==> config.mk <==
export PLATFORM = sky130hd
export DESIGN_NAME = pci_target_ctrl_flat
export DESIGN_NICKNAME = d
export VERILOG_FILES = /design/src/rtl/pci_target_ctrl_if.sv /design/src/rtl/pci_target_ctrl.sv /design/src/flat_wrapper.sv
export SDC_FILE = /design/constraint.sdc
export NUM_CORES = 1
export LEC_CHECK = 0
export BUFFER_PORTS_ARGS = -buffer_cell sky130_fd_sc_hd__clkbuf_2
export CAP_MARGIN = 10
export CORE_UTILIZATION = 46
export DETAILED_ROUTE_END_ITERATION = 12
export GPL_ROUTABILITY_DRIVEN = 0
export PLACE_DENSITY = 0.65
export SLEW_MARGIN = 40
export SYNTH_ARGS = -nofsm -noshare
export SYNTH_HDL_FRONTEND = slang
export SYNTH_SLANG_ARGS = --single-unit
==> constraint.sdc <==
create_clock -name clk -period 4.1 [get_ports clk]
set_clock_uncertainty 0.05 [all_clocks]
set_input_delay 0.82 -clock clk [delete_from_list [all_inputs] [get_ports clk]]
set_output_delay 0.82 -clock clk [all_outputs]
set_load 0.02 [all_outputs]
==> src/rtl/pci_target_ctrl_if.sv <==
// Target-side PCI handshake bundle: bus-cycle inputs from the master/decoder/buffer
// and the DEVSEL#/TRDY#/STOP# response plus beat reporting back out.
interface pci_target_ctrl_if #(
    parameter int CNT_W = 4
);
    logic             frame_n;
    logic             irdy_n;
    logic             addr_hit;
    logic             cmd_rd;
    logic             buf_ready;
    logic             devsel_n;
    logic             trdy_n;
    logic             stop_n;
    logic             ad_oe;
    logic             xfer;
    logic [CNT_W-1:0] beat_cnt;

    modport slave (
        input  frame_n, irdy_n, addr_hit, cmd_rd, buf_ready,
        output devsel_n, trdy_n, stop_n, ad_oe, xfer, beat_cnt
    );

    modport master (
        output frame_n, irdy_n, addr_hit, cmd_rd, buf_ready,
        input  devsel_n, trdy_n, stop_n, ad_oe, xfer, beat_cnt
    );
endinterface

==> src/rtl/pci_target_ctrl.sv <==
// PCI target bus-cycle sequencer: claims decoded frames after a programmable devsel
// delay, paces data beats on local buffer readiness, and disconnects on burst/wait limits.
module pci_target_ctrl #(
    parameter int DEVSEL_DLY = 1,
    parameter int MAX_BURST  = 8,
    parameter int WAIT_MAX   = 8,
    parameter int CNT_W      = 4
) (
    input  logic                clk,
    input  logic                rst_n,
    pci_target_ctrl_if.slave    bus
);
    typedef enum logic [2:0] {S_IDLE, S_DECODE, S_WAIT, S_DATA, S_DISC, S_TURN} state_e;

    localparam int               WW         = $clog2(WAIT_MAX + 1);
    localparam logic [1:0]       DLY_LAST   = 2'(DEVSEL_DLY - 1);
    localparam logic [WW-1:0]    WAIT_LAST  = WW'(WAIT_MAX - 1);
    localparam logic [CNT_W-1:0] BURST_LAST = CNT_W'(MAX_BURST - 1);
    localparam logic [CNT_W-1:0] BURST_MAX  = CNT_W'(MAX_BURST);

    state_e           state_q, state_d;
    logic             frame_prev_q;
    logic             rd_q, rd_d;
    logic [1:0]       dly_q, dly_d;
    logic [WW-1:0]    wait_q, wait_d;
    logic [CNT_W-1:0] cnt_q, cnt_d;
    logic             xfer_q, xfer_d;
    logic             devsel_n, trdy_n, stop_n, ad_oe;
    logic             addr_phase, beat;

    // Address phase is a FRAME# falling edge, only recognised from IDLE.
    assign addr_phase = (state_q == S_IDLE) && !bus.frame_n && frame_prev_q;
    assign beat       = (state_q == S_DATA) && !bus.irdy_n;

    always_ff @(posedge clk or negedge rst_n) begin
        if (!rst_n) begin
            state_q      <= S_IDLE;
            frame_prev_q <= 1'b1;
            rd_q         <= 1'b0;
            dly_q        <= '0;
            wait_q       <= '0;
            cnt_q        <= '0;
            xfer_q       <= 1'b0;
        end else begin
            state_q      <= state_d;
            frame_prev_q <= bus.frame_n;
            rd_q         <= rd_d;
            dly_q        <= dly_d;
            wait_q       <= wait_d;
            cnt_q        <= cnt_d;
            xfer_q       <= xfer_d;
        end
    end

    always_comb begin
        state_d = state_q;
        rd_d    = rd_q;
        dly_d   = dly_q;
        wait_d  = '0;
        cnt_d   = cnt_q;
        xfer_d  = beat;
        case (state_q)
            S_IDLE: begin
                if (addr_phase) begin
                    cnt_d = '0;
                    rd_d  = bus.cmd_rd;
                    dly_d = '0;
                    if (bus.addr_hit) state_d = S_DECODE;
                end
            end
            S_DECODE: begin
                // Reads always spend a WAIT cycle for AD turnaround; writes may skip it.
                if (dly_q == DLY_LAST)
                    state_d = (!rd_q && bus.buf_ready) ? S_DATA : S_WAIT;
                else
                    dly_d = dly_q + 1'b1;
            end
            S_WAIT: begin
                if (bus.buf_ready)          state_d = S_DATA;
                else if (wait_q == WAIT_LAST) state_d = S_DISC;
                else                        wait_d  = wait_q + 1'b1;
            end
            S_DATA: begin
                if (!bus.irdy_n) begin
                    cnt_d = (cnt_q == BURST_MAX) ? cnt_q : cnt_q + 1'b1;
                    // Last beat outranks burst limit, so no STOP# on a natural end.
                    if (bus.frame_n)              state_d = S_TURN;
                    else if (cnt_q == BURST_LAST) state_d = S_DISC;
                    else if (!bus.buf_ready)      state_d = S_WAIT;
                end
            end
            S_DISC:  if (bus.frame_n) state_d = S_TURN;
            S_TURN:  state_d = S_IDLE;
            default: state_d = S_IDLE;
        endcase
    end

    always_comb begin
        devsel_n = 1'b1;
        trdy_n   = 1'b1;
        stop_n   = 1'b1;
        ad_oe    = 1'b0;
        case (state_q)
            S_WAIT: begin
                devsel_n = 1'b0;
                ad_oe    = rd_q;
            end
            S_DATA: begin
                devsel_n = 1'b0;
                trdy_n   = 1'b0;
                ad_oe    = rd_q;
            end
            S_DISC: begin
                devsel_n = 1'b0;
                stop_n   = 1'b0;
                ad_oe    = rd_q;
            end
            default: ;
        endcase
    end

    assign bus.devsel_n = devsel_n;
    assign bus.trdy_n   = trdy_n;
    assign bus.stop_n   = stop_n;
    assign bus.ad_oe    = ad_oe;
    assign bus.xfer     = xfer_q;
    assign bus.beat_cnt = cnt_q;

endmodule
==> src/flat_wrapper.sv <==
// flat-port wrapper written by rule: the top's interface ports become plain ports
module pci_target_ctrl_flat 
#(
    parameter int DEVSEL_DLY = 1,
    parameter int MAX_BURST  = 8,
    parameter int WAIT_MAX   = 8,
    parameter int CNT_W      = 4
)
  (clk, rst_n, bus_frame_n, bus_irdy_n, bus_addr_hit, bus_cmd_rd, bus_buf_ready, bus_devsel_n, bus_trdy_n, bus_stop_n, bus_ad_oe, bus_xfer, bus_beat_cnt);
  pci_target_ctrl_if #(.CNT_W(CNT_W)) bus_i ();
  input  logic clk;
  input  logic rst_n;
  input wire logic [$bits(bus_i.frame_n)-1:0] bus_frame_n;
  input wire logic [$bits(bus_i.irdy_n)-1:0] bus_irdy_n;
  input wire logic [$bits(bus_i.addr_hit)-1:0] bus_addr_hit;
  input wire logic [$bits(bus_i.cmd_rd)-1:0] bus_cmd_rd;
  input wire logic [$bits(bus_i.buf_ready)-1:0] bus_buf_ready;
  output wire logic [$bits(bus_i.devsel_n)-1:0] bus_devsel_n;
  output wire logic [$bits(bus_i.trdy_n)-1:0] bus_trdy_n;
  output wire logic [$bits(bus_i.stop_n)-1:0] bus_stop_n;
  output wire logic [$bits(bus_i.ad_oe)-1:0] bus_ad_oe;
  output wire logic [$bits(bus_i.xfer)-1:0] bus_xfer;
  output wire logic [$bits(bus_i.beat_cnt)-1:0] bus_beat_cnt;
  assign bus_i.frame_n = bus_frame_n;
  assign bus_i.irdy_n = bus_irdy_n;
  assign bus_i.addr_hit = bus_addr_hit;
  assign bus_i.cmd_rd = bus_cmd_rd;
  assign bus_i.buf_ready = bus_buf_ready;
  assign bus_devsel_n = bus_i.devsel_n;
  assign bus_trdy_n = bus_i.trdy_n;
  assign bus_stop_n = bus_i.stop_n;
  assign bus_ad_oe = bus_i.ad_oe;
  assign bus_xfer = bus_i.xfer;
  assign bus_beat_cnt = bus_i.beat_cnt;
  pci_target_ctrl #(.DEVSEL_DLY(DEVSEL_DLY), .MAX_BURST(MAX_BURST), .WAIT_MAX(WAIT_MAX), .CNT_W(CNT_W)) u_core (.clk(clk), .rst_n(rst_n), .bus(bus_i));
endmodule
==> results of run 1 <==
[synth_stat cells (all sizes together)]
| master | number |
|---|---|
| mux2 | 2 |
| mux2i | 1 |
| o2bb2ai | 1 |
| and4b | 1 |
| nor2 | 7 |
| nand2 | 6 |
| nor4bb | 1 |
| nand3 | 2 |
| nand4 | 1 |
| nor4b | 2 |
| dfstp | 1 |
| nor3b | 1 |
| xor2 | 3 |
| o22ai | 3 |
| buf | 4 |
| a31oi | 2 |
| nand3b | 3 |
| o32a | 1 |
| and4 | 1 |
| a32o | 1 |
| nand2b | 3 |
| nor3 | 1 |
| ha | 4 |
| and2 | 2 |
| and4bb | 1 |
| inv | 9 |
| o21ai | 4 |
| xnor2 | 1 |
| a21oi | 5 |
| nor2b | 3 |
| dfrtp | 15 |
[worst max-delay path, cell delays in order (launching register included)]
cell and delay (ns):
dfrtp_1 0.53, nor2b_1 0.29, a21oi_1 0.10, nor2b_1 0.14
clkbuf_2 0.18
[how the worst min path moves through the flow]
stage                     start  slack, ns  cells after the start                to
2_1_floorplan  u_core.wait_q[0]       0.38                      1  u_core.wait_q[0]
3_3_place_gp   u_core.wait_q[0]       0.39                      1  u_core.wait_q[0]
3_5_place_dp   u_core.wait_q[0]       0.40                      1  u_core.wait_q[0]
4_1_cts                   rst_n       0.40                      1   u_core.dly_q[0]
5_1_grt                   rst_n       0.41                      1   u_core.dly_q[1]
6_report                  rst_n       0.40                      1   u_core.dly_q[0]
[state kept, by name, indices dropped and copies added, names as in the netlist]
signal	cells
u_core.bus.beat_cnt	4
u_core.bus.xfer	1
u_core.dly_q	2
u_core.frame_prev_q	1
u_core.rd_q	1
u_core.state_q	3
u_core.wait_q	4
[final cells by class]
cell class | instances | area [um2] | share of cell area (%)
clock buffers | 4 | 26.28 | 2.558
inverters | 9 | 33.78 | 3.289
multi-input cells | 63 | 459.2 | 44.70
flip-flops and latches | 16 | 401.6 | 39.10
well taps | 25 | 31.28 | 3.045
repair buffers | 15 | 75.07 | 7.308
[where the power goes]
group / leakage (nW) / internal, W / total [W] / switching [W]
Clock: 0.0150 / 0.0000377 / 0.0000840 / 0.0000463
Combinational: 0.275 / 0.000151 / 0.000338 / 0.000187
Sequential: 0.204 / 0.000209 / 0.000280 / 0.0000709
[stage by stage]
| step | instances | total power, W | area, um2 |
|---|---|---|---|
| 2_1_floorplan | 92 | 0.0005495 | 929.6 |
| 3_3_place_gp | 128 | 0.0006116 | 1001 |
| 3_5_place_dp | 128 | 0.0006222 | 1001 |
| 4_1_cts | 132 | 0.0007096 | 1027 |
| 5_1_grt | 132 | 0.0007589 | 1027 |
| 6_report | 132 | 0.0007019 | 1027 |
[metal layers]
| metal | track usage, % | part of all wire [%] | vias up |
|---|---|---|---|
| li1 | - | - | 352 |
| met2 | 22.78 | 45 | 10 |
| met4 | 5.143 | 0.37 | 0 |
| met3 | 2.308 | 3.4 | 2 |
| met1 | 24.04 | 51 | 314 |
| met5 | 0 | 0 | - |
[logic make-up (layout without fill, tap and decap cells)]
family | after synthesis | count (layout) | share of synthesized area (%)
buf+inv | 13 | 28 | 7.402
mux | 3 | 3 | 3.903
fa+ha+maj | 4 | 4 | 5.384
compound gates | 17 | 17 | 11.31
simple gates | 35 | 35 | 25.04
xor+xnor | 4 | 4 | 3.769
flops | 16 | 16 | 43.20
==> results.sh, run 1 <==
export IMPL_fillCellCount=178
export IMPL_wire_per_inst_um=12.36
export IMPL_whs_ns=0.3982
export IMPL_syn_inst=92
export IMPL_synthesis_nets=103
export IMPL_fmax_mhz=418.9
export IMPL_critical_path_class="flop to output pin"
export IMPL_firstDrtPassIters=4
export IMPL_io_buffers=15
export IMPL_synth_top_area_cell="dfrtp_1"
export IMPL_worstPathArrival_ns=1.52
export IMPL_die_height_um=46.96
export IMPL_h_tree_depth=1
export IMPL_synth_area_um2=929.6
export IMPL_antenna_found_initial=0
export IMPL_grt_overflow_total=0
export IMPL_cts_buffer_depth=2
export IMPL_path_max_fanout=11
export IMPL_clockRootBuffer="clkbuf_4"
export IMPL_holdBufCountCts=0
export IMPL_grt_pass1_vias=545
export IMPL_coreArea_mm2=0.001802
export IMPL_diodes=0
export IMPL_rrSetupSlack_ns=2.43
export IMPL_post_cts_repair_setup_buffers=0
export IMPL_regToRegStartpoint="u_core.state_q[0]"
export IMPL_fin_util_pct=57.01
export IMPL_grtUsageTotal_pct=15.75
export IMPL_clock_latency_ns=0.28
export IMPL_worst_r2r_cell_count=3
export IMPL_yosys_warnings=0
export IMPL_cts_resized=0
export IMPL_crit_required_ns=3.23
export IMPL_final_cell_mix="clkbuf_2, dfrtp_1, inv_1, nor2_1"
export IMPL_die_w_um=46.96
export IMPL_dpl_worst_slack_ns=2.042
export IMPL_cts_tree="yes"
export IMPL_startpoint="u_core.state_q[1]"
export IMPL_yosysTopAreaCellShare_pct=40.38
export IMPL_crit_path_end="bus_ad_oe"
export IMPL_p_leak_nw=0.4942
export IMPL_report_final_slew_viol_count=0
export IMPL_die_area_mm2=0.002205
export IMPL_hold_viol=0
export IMPL_fin_crit_ns=2.387
export IMPL_drive_above_1_share_pct=23.36
export IMPL_dpl_hpwl_um=1264
export IMPL_cts_sinks=16
export IMPL_drv_cap=0
export IMPL_finalCritPeriodShare_pct=58.23
export IMPL_ys_seq_area_share_pct=43.20
export IMPL_start_kind="flop"
export IMPL_cts_clk_slew_worst_paths_ns=0.10
export IMPL_yosys_top_cells_area="dfrtp_1, ha_1, inv_1, dfstp_2, nor2_1"
export IMPL_fin_nets=119
export IMPL_drtAntennaViolNets=0
export IMPL_pin_count=16
export IMPL_end_kind="output pin"
export IMPL_grt_pass1_wl_um=2442
export IMPL_yosys_register_bits=16
export IMPL_peakVddDrop_mv=0.3305
export IMPL_p_per_area_mw_per_mm2=683.3
export IMPL_grt_max_degree=17
export IMPL_drt_iter0_drc=8
export IMPL_via_count=678
export IMPL_rsz0062_at_grt="false"
export IMPL_drt_wl_total_um=1632
export IMPL_drt_vias_per_instance=5.136
export IMPL_initial_core_util_pct=51.60
export IMPL_hold_class="input pin to asynchronous set/reset pin"
export IMPL_finalSetupTns_ns=0
export IMPL_relSlewSlack_pct=71.76
export IMPL_syn_to_final_growth_pct=10.50
export IMPL_placementRows=15
export IMPL_status="completed"
export IMPL_rr_endpoint="u_core.rd_q"
export IMPL_worst_slack_ns=1.713
export IMPL_drc=0
export IMPL_cts_made_buffers=3
export IMPL_setup_viol=0
export IMPL_worst_pin_slew_ns=0.4236
export IMPL_synth_cell_type_count=37
export IMPL_syn_area_per_cell_um2=10.10
(Power assumes the default switching activity.)
==> run 2, diff against run 1 <==
PLACE_DENSITY = 0.68   (was 0.65)
clock period = 1.9 ns   (was 4.1 ns; I/O delays follow)
==> run 2 against run 1 <==
Register-to-register slack got worse by 2.1 ns. Clock power increased to 2.6 times the previous value. Global-route usage increased by 1.8 points. Critical path depth unchanged. Largest cell class unchanged. Sequential cell count unchanged. Routed wire length increased by 1.0%. Non-clock buffer count increased by 1. Setup slack got worse by 1.6 ns. Worst hold slack got worse by 0.19 ns. Final area increased by 2.8%. Final cell count increased by 0.76%. Via count increased by 6.8%.
==> results.sh, run 2 (synthesis gave the netlist of run 1 again) <==
export IMPL_status="completed"
export IMPL_die_height_um=46.96
export IMPL_relSlewSlack_pct=73.75
export IMPL_cts_buffer_depth=2
export IMPL_setup_viol=0
export IMPL_crit_path_top_delay_cell="dfrtp_2"
export IMPL_fin_crit_ns=1.793
export IMPL_firstDrtPassIters=5
export IMPL_dpl_hpwl_um=1263
export IMPL_post_cts_repair_setup_buffers=0
export IMPL_io_buffers=15
export IMPL_fillCellCount=167
export IMPL_rrSetupSlack_ns=0.32
export IMPL_grtUsageTotal_pct=17.58
export IMPL_finalCritPeriodShare_pct=94.36
export IMPL_diodes=0
export IMPL_clock_latency_ns=0.28
export IMPL_rsz0062_at_grt="false"
export IMPL_final_cell_mix="clkbuf_2, dfrtp_1, inv_1, nor2_1"
export IMPL_startpoint="u_core.state_q[1]"
export IMPL_hold_path_startpoint="bus_frame_n"
export IMPL_finalSetupTns_ns=0
export IMPL_grt_overflow_total=0
export IMPL_crit_path_end="bus_ad_oe"
export IMPL_drt_wl_total_um=1649
export IMPL_via_count=724
export IMPL_path_max_fanout=11
export IMPL_drt_vias_per_instance=5.444
export IMPL_place_area_mm2=0.001001
export IMPL_cts_tree="yes"
export IMPL_fmax_mhz=557.8
export IMPL_layout_commonest_cell="clkbuf_2"
export IMPL_cts_sinks=16
export IMPL_crit_required_ns=1.47
export IMPL_antenna_found_initial=0
export IMPL_regToRegStartpoint="u_core.state_q[0]"
export IMPL_critical_path_class="flop to output pin"
export IMPL_worstPathArrival_ns=1.36
export IMPL_peakVddDrop_mv=0.7946
export IMPL_p_per_area_mw_per_mm2=1489
export IMPL_end_kind="output pin"
export IMPL_rr_endpoint="u_core.rd_q"
export IMPL_drv_cap=0
export IMPL_die_area_mm2=0.002205
export IMPL_seqCellArea_um2=405.4
export IMPL_syn_to_final_growth_pct=13.59
export IMPL_final_cells=133
export IMPL_multi_input_area_um2=464.2
export IMPL_cts_clk_slew_worst_paths_ns=0.09
export IMPL_coreArea_mm2=0.001802
export IMPL_cts_made_buffers=3
export IMPL_drive_above_1_share_pct=28.70
export IMPL_worst_r2r_cell_count=3
export IMPL_h_tree_depth=1
export IMPL_drtAntennaViolNets=0
export IMPL_clockRootBuffer="clkbuf_4"
export IMPL_placementRows=15
export IMPL_initial_core_util_pct=51.60
export IMPL_grt_max_degree=17
export IMPL_drt_iter0_drc=19
export IMPL_report_final_slew_viol_count=0
export IMPL_pin_count=16
export IMPL_final_area_mm2=0.001056
export IMPL_fin_nets=120
export IMPL_grt_pass1_wl_um=2677
export IMPL_hold_class="input pin to flop"
export IMPL_p_leak_nw=0.5019
export IMPL_start_kind="flop"
export IMPL_place_inst=128
export IMPL_die_w_um=46.96
export IMPL_wire_per_inst_um=12.40
export IMPL_drc=0
export IMPL_cp_slowest_stage_delay_ns=0.48
export IMPL_hold_viol=0
export IMPL_crit_chain="nor2b_2, a21oi_1, nor2b_1, clkbuf_2"
export IMPL_grt_pass1_vias=590
export IMPL_worst_pin_slew_ns=0.3938
## run 2: cell count changes in the layout (fill, tap and decap cells not counted)
| cell | delta |
|---|---|
| dlygate4sd3_1 | +1 |
| nor2b_2 | +1 |
| nor2_1 | -1 |
| clkbuf_8 | +1 |
| nor2_2 | +1 |
| dfrtp_1 | -3 |
| nor2b_1 | -1 |
| clkbuf_1 | -1 |
| dfrtp_2 | +3 |
## run 2: worst max-delay path, delay by kind of cell, from the launching register on
family | cells | cell delay [ns]
DFF | 1 | 0.48
and+or+nand+nor | 2 | 0.36
buffers and inverters | 1 | 0.17
AOI/OAI and AO/OA | 1 | 0.07
## run 2: stage by stage
stage | total power, W | hold WS (ns) | setup WS [ns] | util [%]
after floorplan | 0.001186 | 0.03441 | 0.2162 | -
after global placement | 0.001315 | 0.2724 | 0.3062 | 55.56
after detailed placement | 0.001341 | 0.2755 | 0.2339 | 55.56
after CTS | 0.001580 | 0.1911 | 0.02396 | 58.47
after global routing | 0.001711 | 0.1971 | 0.02418 | 58.61
final | 0.001573 | 0.2069 | 0.1072 | 58.61
## run 2: what timing repair did
| item | in CTS | in global routing |
|---|---|---|
| endpoints found under the hold margin | 15 | 0 |
| hold buffers | 1 | 0 |
| endpoints found under the setup margin | 1 | 1 |
| cloned | 0 | 0 |
| gates resized for setup | 3 | 2 |
## run 2: power breakdown
part           internal (W)  switching (W)  total (W)  leakage [nW]
Sequential         0.000458       0.000157   0.000615         0.201
Clock              0.000117       0.000104   0.000220        0.0210
Combinational      0.000332       0.000405   0.000737         0.280
Total              0.000907       0.000666    0.00157         0.502
## run 2: worst min path at each step
stage / endpoint / slack, ns / depth (start not counted)
detailed placement: u_core.wait_q[2] / 0.28 / 1
finish: u_core.frame_prev_q / 0.21 / 1
floorplan: u_core.bus.beat_cnt[0] / 0.03 / 0
global route: u_core.frame_prev_q / 0.20 / 1
CTS: u_core.frame_prev_q / 0.19 / 1
global placement: u_core.wait_q[2] / 0.27 / 1
## run 2: metal layers
layer  vias up  wire, um  track usage (%)
li1        352         -                -
met1       342       817            25.79
met2        24       717            26.39
met3         6        87            2.308
met4         0        27            6.857
met5         -         0                0
## run 2: final cells by class
type / count / share of cell area, %
multi-input cells: 63 / 43.96
flip-flops and latches: 16 / 38.39
repair buffers: 16 / 8.057
clock buffers: 4 / 3.436
inverters: 9 / 3.199
well taps: 25 / 2.962
